--- src/rtl/xout_window_acc_if.sv ---
// Handshake bundle between the XOUT producer, the window accumulator and the
// result consumer.
//   xin/xin_valid/xin_ready : sample stream into the accumulator
//   sum/sum_valid/sum_ready : window result stream out of the accumulator
//   ovf                     : result saturated, qualified by sum_valid
// modport slave  : the accumulator side
// modport master : the surrounding producer/consumer side
interface xout_window_acc_if #(
  parameter int unsigned NX   = 8,
  parameter int unsigned NACC = 16
);
  logic [NX-1:0]   xin;
  logic            xin_valid;
  logic            xin_ready;
  logic [NACC-1:0] sum;
  logic            sum_valid;
  logic            sum_ready;
  logic            ovf;

  modport slave (
    input  xin, xin_valid, sum_ready,
    output xin_ready, sum, sum_valid, ovf
  );

  modport master (
    output xin, xin_valid, sum_ready,
    input  xin_ready, sum, sum_valid, ovf
  );
endinterface

--- src/rtl/xout_window_acc.sv ---
// Windowed saturating accumulator for the 8-bit XOUT stream.
// Accepts WINDOW unsigned samples over xin/xin_valid/xin_ready, sums them with
// clamping at 2^NACC-1, presents the result on sum/sum_valid/sum_ready with a
// sticky saturation flag ovf, then clears and starts the next window.
//   clk : rising-edge clock
//   rst : asynchronous, active-high reset
//   bus : xout_window_acc_if.slave (all registered outputs)
module xout_window_acc #(
  parameter int unsigned NX     = 8,
  parameter int unsigned WINDOW = 4,
  parameter int unsigned NACC   = 16
) (
  input logic               clk,
  input logic               rst,
  xout_window_acc_if.slave  bus
);

  typedef enum logic {ACCUM, HOLD} state_t;

  state_t          state;
  logic [NACC-1:0] acc;
  logic [7:0]      cnt;
  logic            ovf_acc;

  logic            xin_ready_r;
  logic [NACC-1:0] sum_r;
  logic            sum_valid_r;
  logic            ovf_r;

  // One extra bit of headroom exposes the carry that triggers the clamp.
  logic [NACC:0]   raw;
  logic            clamp;
  logic [NACC-1:0] acc_next;

  always_comb begin
    raw      = {1'b0, acc} + {{(NACC+1-NX){1'b0}}, bus.xin};
    clamp    = raw[NACC];
    acc_next = clamp ? '1 : raw[NACC-1:0];
  end

  always_ff @(posedge clk or posedge rst) begin
    if (rst) begin
      state       <= ACCUM;
      acc         <= '0;
      cnt         <= '0;
      ovf_acc     <= 1'b0;
      xin_ready_r <= 1'b0;
      sum_r       <= '0;
      sum_valid_r <= 1'b0;
      ovf_r       <= 1'b0;
    end else begin
      case (state)
        ACCUM: begin
          // Also raises ready on the first edge after reset releases.
          xin_ready_r <= 1'b1;
          if (xin_ready_r && bus.xin_valid) begin
            if (cnt == 8'(WINDOW - 1)) begin
              sum_r       <= acc_next;
              ovf_r       <= ovf_acc | clamp;
              sum_valid_r <= 1'b1;
              xin_ready_r <= 1'b0;
              state       <= HOLD;
            end else begin
              acc     <= acc_next;
              cnt     <= cnt + 8'd1;
              ovf_acc <= ovf_acc | clamp;
            end
          end
        end
        HOLD: begin
          if (bus.sum_ready) begin
            sum_valid_r <= 1'b0;
            acc         <= '0;
            cnt         <= '0;
            ovf_acc     <= 1'b0;
            xin_ready_r <= 1'b1;
            state       <= ACCUM;
          end
        end
        default: state <= ACCUM;
      endcase
    end
  end

  assign bus.xin_ready = xin_ready_r;
  assign bus.sum       = sum_r;
  assign bus.sum_valid = sum_valid_r;
  assign bus.ovf       = ovf_r;

endmodule

--- src/flat_wrapper.sv ---
// flat-port wrapper written by rule: the top's interface ports become plain ports
module xout_window_acc_flat 
#(
  parameter int unsigned NX     = 8,
  parameter int unsigned WINDOW = 4,
  parameter int unsigned NACC   = 16
)
  (clk, rst, bus_xin, bus_xin_valid, bus_sum_ready, bus_xin_ready, bus_sum, bus_sum_valid, bus_ovf);
  xout_window_acc_if #(.NX(NX), .NACC(NACC)) bus_i ();
  input logic clk;
  input logic rst;
  input wire logic [$bits(bus_i.xin)-1:0] bus_xin;
  input wire logic [$bits(bus_i.xin_valid)-1:0] bus_xin_valid;
  input wire logic [$bits(bus_i.sum_ready)-1:0] bus_sum_ready;
  output wire logic [$bits(bus_i.xin_ready)-1:0] bus_xin_ready;
  output wire logic [$bits(bus_i.sum)-1:0] bus_sum;
  output wire logic [$bits(bus_i.sum_valid)-1:0] bus_sum_valid;
  output wire logic [$bits(bus_i.ovf)-1:0] bus_ovf;
  assign bus_i.xin = bus_xin;
  assign bus_i.xin_valid = bus_xin_valid;
  assign bus_i.sum_ready = bus_sum_ready;
  assign bus_xin_ready = bus_i.xin_ready;
  assign bus_sum = bus_i.sum;
  assign bus_sum_valid = bus_i.sum_valid;
  assign bus_ovf = bus_i.ovf;
  xout_window_acc #(.NX(NX), .WINDOW(WINDOW), .NACC(NACC)) u_core (.clk(clk), .rst(rst), .bus(bus_i));
endmodule
--- config.mk ---
export PLATFORM = sky130hd
export DESIGN_NAME = xout_window_acc_flat
export DESIGN_NICKNAME = d
export VERILOG_FILES = /design/src/rtl/xout_window_acc_if.sv /design/src/rtl/xout_window_acc.sv /design/src/flat_wrapper.sv
export SDC_FILE = /design/constraint.sdc
export NUM_CORES = 1
export LEC_CHECK = 0
export CAP_MARGIN = 5
export CORE_AREA = 4 4 96 98
export CTS_CLUSTER_DIAMETER = 40
export DETAILED_ROUTE_END_ITERATION = 6
export DIE_AREA = 0 0 100 102
export SETUP_SLACK_MARGIN = 0.02
export SLEW_MARGIN = 20
export SYNTH_ARGS = -nofsm -noshare
export SYNTH_HDL_FRONTEND = slang
export SYNTH_SLANG_ARGS = --single-unit
--- constraint.sdc ---
create_clock -name clk -period 2.1 [get_ports clk]
set_input_delay 0.42 -clock clk [delete_from_list [all_inputs] [get_ports clk]]
set_output_delay 0.42 -clock clk [all_outputs]
set_load 0.02 [all_outputs]
# --- After elaboration in Yosys (flattened, before gate mapping) ---
# Cells that the tools add are included.
totals:
  reg_bits: 45
  input_bits: 12
  output_inout_bits: 19
  elab_cells: 45
classes:
  add_sub_neg: 2
  eq_ne: 5
  n_mux: 24
  bitwise: 2
  n_reduce_logical: 4
op_table:
  columns: ["operator", "n"]
  rows:
  - ["two-way mux 16 bit", 4]
  - ["case mux 16 bit (2 select lines)", 1]
  - ["two-way mux 8 bit", 3]
  - ["adder 16 x 8 -> 17 bit", 1]
  - ["case mux 8 bit (2 select lines)", 1]
  - ["two-way mux 1 bit", 11]
  - ["AND reduction 3 bit", 3]
  - ["adder 8 x 1 -> 8 bit (second input constant)", 1]
  - ["== test 8 x 2 -> 1 bit (second input constant)", 1]
  - ["case mux 1 bit (2 select lines)", 4]
  - ["inequality test 2 x 1 -> 1 bit (second input constant)", 2]
  - ["inequality test 2 bit (second input constant)", 2]
  - ["logical AND 1 bit", 1]
  - ["NOT 1 bit", 1]
  - ["bitwise OR 1 bit", 1]

# --- Logic depth before layout (Yosys ltp) ---
# Gate-level depths: netlist (run 1).
depth:
  depth_word: 5
  depth_mapped: 8
  ltp_nobuf: 7

# --- Worst setup path before layout (run 1) ---
# OpenSTA, ideal clock, no wires.
synth_timing:
  path_kind: "input-to-reg"
  startpoint: "in bus_xin[0]"
  endpoint: "reg u_core.sum_r[7], in the netlist u_core.bus.sum[7]"
  setup_time_ps: 124
  t_arrival_ps: 2122
  t_required_ps: 1976
  setup_slack_ps: -146
  stages: 7
  path_buffers: 1
  path_cell_list: "ha_1 > fa_1 > a211oi_1 > o211a_4 > nor3_2 > buf_4 > o31a_1"
synth_between:
  elab_chain_len: 2
synth_rtl:
  columns: ["element", "line_no", "rtl"]
  rows:
  - ["start, declared", "flat_wrapper.sv:12", "input wire logic [$bits(bus_i.xin)-1:0] bus_xin;"]
  - ["adder 16 x 8 -> 17 bit", "xout_window_acc.sv:36", "raw = {1'b0, acc} + {{(NACC+1-NX){1'b0}}, bus.xin};"]
  - ["two-way mux 16 bit", "xout_window_acc.sv:38", "acc_next = clamp ? '1 : raw[NACC-1:0];"]
  - ["end signal, assigned", "xout_window_acc.sv:58", "sum_r <= acc_next;"]
  - ["end, declared", "xout_window_acc.sv:26", "logic [NACC-1:0] sum_r;"]
# No other way between the ends.
# A chain may end at the register's enable or synchronous reset.

# --- Worst setup path in the final report (run 1) ---
layout_timing:
  startpoint: "reg u_core.acc[5]"
  endpoint: "reg u_core.sum_r[9], in the netlist u_core.bus.sum[9]"
layout_between:
  elab_chain_len: 2
layout_rtl:
  columns: ["element", "line_no", "rtl"]
  rows:
  - ["start, declared", "xout_window_acc.sv:21", "logic [NACC-1:0] acc;"]
  - ["start signal, assigned", "xout_window_acc.sv:64", "acc <= acc_next;"]
  - ["adder 16 x 8 -> 17 bit", "xout_window_acc.sv:36", null]
  - ["two-way mux 16 bit", "xout_window_acc.sv:38", null]
# No other way between the ends.

==> results of run 1 <==
synthesized netlist by cell type, drive strengths merged (2+ instances only):
cell,count,area (um^2)
a211oi,4,30.0
a21o,4,30.0
a21oi,14,77.6
a311oi,3,26.3
and3,3,18.8
and4,3,27.5
buf,4,28.8
clkbuf,4,15.0
dfrtp,45,1130
ha,9,113
mux2i,2,20.0
nand2,36,135
nand2b,7,43.8
nand3,4,20.0
nand3b,2,15.0
nand4,4,25.0
nor2,27,101
nor3,6,40.0
nor4,2,18.8
o211a,2,27.5
o211ai,2,15.0
o21a,3,22.5
o21ai,23,115
o21bai,2,15.0
o31a,3,26.3
o31ai,3,27.5
xnor2,5,43.8
xor2,9,78.8
power groups by stage:
stage          Clock [mW]  Sequential, mW  Combinational [mW]
2_1_floorplan           0            1.54                1.28
3_3_place_gp            0            1.40                2.26
3_5_place_dp            0            1.42                2.29
4_1_cts             0.720            1.43                2.47
5_1_grt             0.759            1.48                3.01
6_report            0.701            1.43                2.72
cell families after synthesis:
group                    share of synthesized area (%)
AND/OR/NAND/NOR                                   20.9
AO/OA/AOI/OAI                                     19.6
flip-flops                                        45.9
XOR/XNOR                                          5.00
buffers and inverters                             2.40
adder cells (fa/ha/maj)                           5.41
multiplexers                                     0.816
state kept, by name, summed over array words and instances, names as in the netlist:
register,count
u_core.bus.ovf,1
u_core.bus.sum_valid,1
u_core.ovf_acc,1
u_core.state,1
u_core.acc,16
u_core.bus.xin_ready,1
u_core.cnt,8
u_core.bus.sum,16
per-layer routing:
metal	routed length [um]	vias up	share of wire, %	global-route usage [%]
li1	-	1024	-	-
met5	0	-	0	0
met3	249	13	4.0	3.00
met4	106	0	1.7	4.04
met2	2900	38	47	21.4
met1	2930	1006	47	17.2
metrics by stage:
step                util, %  instance area (um^2)
floorplan                 -                  2480
global placement       36.4                  3080
detailed placement     36.4                  3080
CTS                    39.8                  3370
global route           40.8                  3450
finish                 40.8                  3450
how the worst max path moves through the flow:
| stage | start | end | slack (ns) |
|---|---|---|---|
| after floorplan | bus_xin[0] | u_core.bus.sum[7] | 0.05 |
| after global placement | bus_xin[0] | u_core.bus.sum[11] | -0.59 |
| after detailed placement | bus_xin[0] | u_core.bus.sum[11] | -0.61 |
| after CTS | u_core.acc[0] | u_core.acc[6] | 0.04 |
| after global routing | u_core.acc[5] | u_core.bus.sum[13] | -0.03 |
| final | u_core.acc[5] | u_core.bus.sum[9] | 0.04 |
repair_timing:
action / CTS / global route
setup buffers: 3 / 1
endpoints found under the setup margin: 34 / 32
endpoints found under the hold margin: 0 / 0
resized for setup: 31 / 27
pin swaps: 14 / 15
cell type report:
type                       count  area, um^2  area share, %
clock buffer                   6        82.6           2.39
timing repair buffer          62         551           15.9
clock inverter                 2        37.5           1.09
inverter                       1        3.75          0.109
multi-input combinational    197        1520           43.9
tap                          108         135           3.91
sequential                    45        1130           32.6
worst max-delay path, stage by stage, from the launching register on:
cell,delay (ns)
dfrtp_1,0.43
ha_4,0.28
and3_4,0.15
buf_4,0.13
a221oi_2,0.24
buf_4,0.21
a21boi_4,0.07
xor2_1,0.14
o31a_1,0.30
==> flow_summary_export.csv, run 1 <==
group,metric,value,unit
placed_design,numPortBuffers,30,
power,p_per_area,1400,nW/um^2
power,p_sw_share,40.4,%
clocking,postCtsHoldBufs,0,
final_layout,synthToLayoutAreaGrowth,40.7,%
setup_path,rr_endpoint,"u_core.bus.sum[9]",
clocking,clock_sinks,45,
synth,ys_seq_elements,45,
timing,worst_pin_slew,0.384,ns
placed_design,placed_cells,409,
global_route,grt_pass1_wl,10700,um
final_layout,n_antenna_cell,0,
timing,max-slew-margin-rel,74.3,%
drt,vias,2081,
power,p_int,2.89,mW
synth,syn-cell-area,2450,um^2
power,total_power,4.85,mW
timing,skew,0.00869,ns
placed_design,dp_hpwl,4140,um
timing,fin_crit_sh,98.3,%
clocking,clkTransAtPathRegs,0.09,ns
global_route,first_global_vias,2086,
drt,drt_iter0_markers,48,
final_layout,drive_gt1_share,26.8,%
drt,wirelength,6190,um
clocking,clock_latency,0.30,ns
setup_path,worst-setup-path-type,"reg -> reg",
clocking,cts-htree-levels,2,
timing,hold_viol,0,
final_layout,mostFrequentLayoutCells,"45 x dfrtp_1, 36 x nand2_1, 29 x buf_4",
global_route,grt_antenna_before_repair,0,
synth,synth-main-ff-cell,"dfrtp_1",
die,chipWidth,100,um
final_layout,nNetsFinal,334,
power,irDropWorstVdd,0.383,mV
synth,async_flop_share,100,%
global_route,grtUsageTotal,13.0,%
placed_design,routabilityCongestion,0.827,
die,num_rows,34,
synth,synth_edf_count,0,
timing,fmax,0.484,GHz
drt,ant_nets,0,
flow_run,maxCapViolCount,0,
power,clkPwrFrac,14.5,%
setup_path,ff2ff_path_depth,8,
clocking,numCtsBuffers,5,
setup_path,timing.reg2reg.setup_slack,0.04,ns
setup_path,cp.required,2.28,ns
die,core,8470,um^2
placed_design,place_ws,-0.608,ns
die,fp.dieH,102,um
final_layout,stdcell_count,421,
synth,seq_area_frac_synth,45.9,%
global_route,grt-ovfl-total,0,
drt,drc,0,
setup_path,arrival,2.25,ns
clocking,root_buffer,"clkbuf_8",
global_route,grt_max_degree,46,
drt,dr.pass1.iters,6,
synth,synthesis.instances,252,
power,share_comb_of_total_power,56.1,%
timing,finalMaxSlewViolations,0,
timing,fin_ws,0.0350,ns
drt,routedWlPerCell,14.7,um
timing,tns,0,ns
timing,finalSetupViolations,0,
die,io_pins,31,
power,p_leak,1.46,nW
setup_path,worst-path-max-fanout,4,
synth,yosysUniqueCellTypes,54,
clocking,cts_tree,"done",
final_layout,layout_commonest_cell,"dfrtp_1",
timing,min_period,2.06,ns
power,p_sw,1.96,mW
run_status,status,"complete, no violations",
timing,rsz0062_at_grt,"true",
hold_path,hold_class,"in -> async",
synth,syn_avg_cell_area,9.74,um^2
setup_path,end_kind,"flop",
setup_path,r2r_start,"u_core.acc[5]",
synth,yosys_warnings,0,
die,die_area,10200,um^2
die,initial_core_util,29.0,%
setup_path,cp-start-kind,"flop",
clocking,clockBufferDepth,2,
timing,hold_ws,0.448,ns
synth,synth_nets,274,
power,p_seq_share,29.5,%
drt,vias_per_cell,4.94,
final_layout,nFillCells,829,
Power figures use the tool's default switching activity.
==> inputs of run 2 (changes only) <==
--- a/config.mk
+++ b/config.mk
@@ -5,7 +5,7 @@
 export SDC_FILE = /design/constraint.sdc
 export NUM_CORES = 1
 export LEC_CHECK = 0
-export CAP_MARGIN = 5
+export CAP_MARGIN = 20
 export CORE_AREA = 4 4 96 98
 export CTS_CLUSTER_DIAMETER = 40
 export DETAILED_ROUTE_END_ITERATION = 6
==> results of run 2 <==
Same layout as run 1: the final DEF is identical, and so are final timing and power.
==> inputs of run 3 (changes only) <==
--- a/config.mk
+++ b/config.mk
@@ -7,6 +7,7 @@
 export LEC_CHECK = 0
 export CAP_MARGIN = 20
 export CORE_AREA = 4 4 96 98
+export CTS_BUF_LIST = sky130_fd_sc_hd__clkbuf_8
 export CTS_CLUSTER_DIAMETER = 40
 export DETAILED_ROUTE_END_ITERATION = 6
 export DIE_AREA = 0 0 100 102
==> results of run 3 <==
Same layout as run 1: the final DEF is identical, and so are final timing and power.
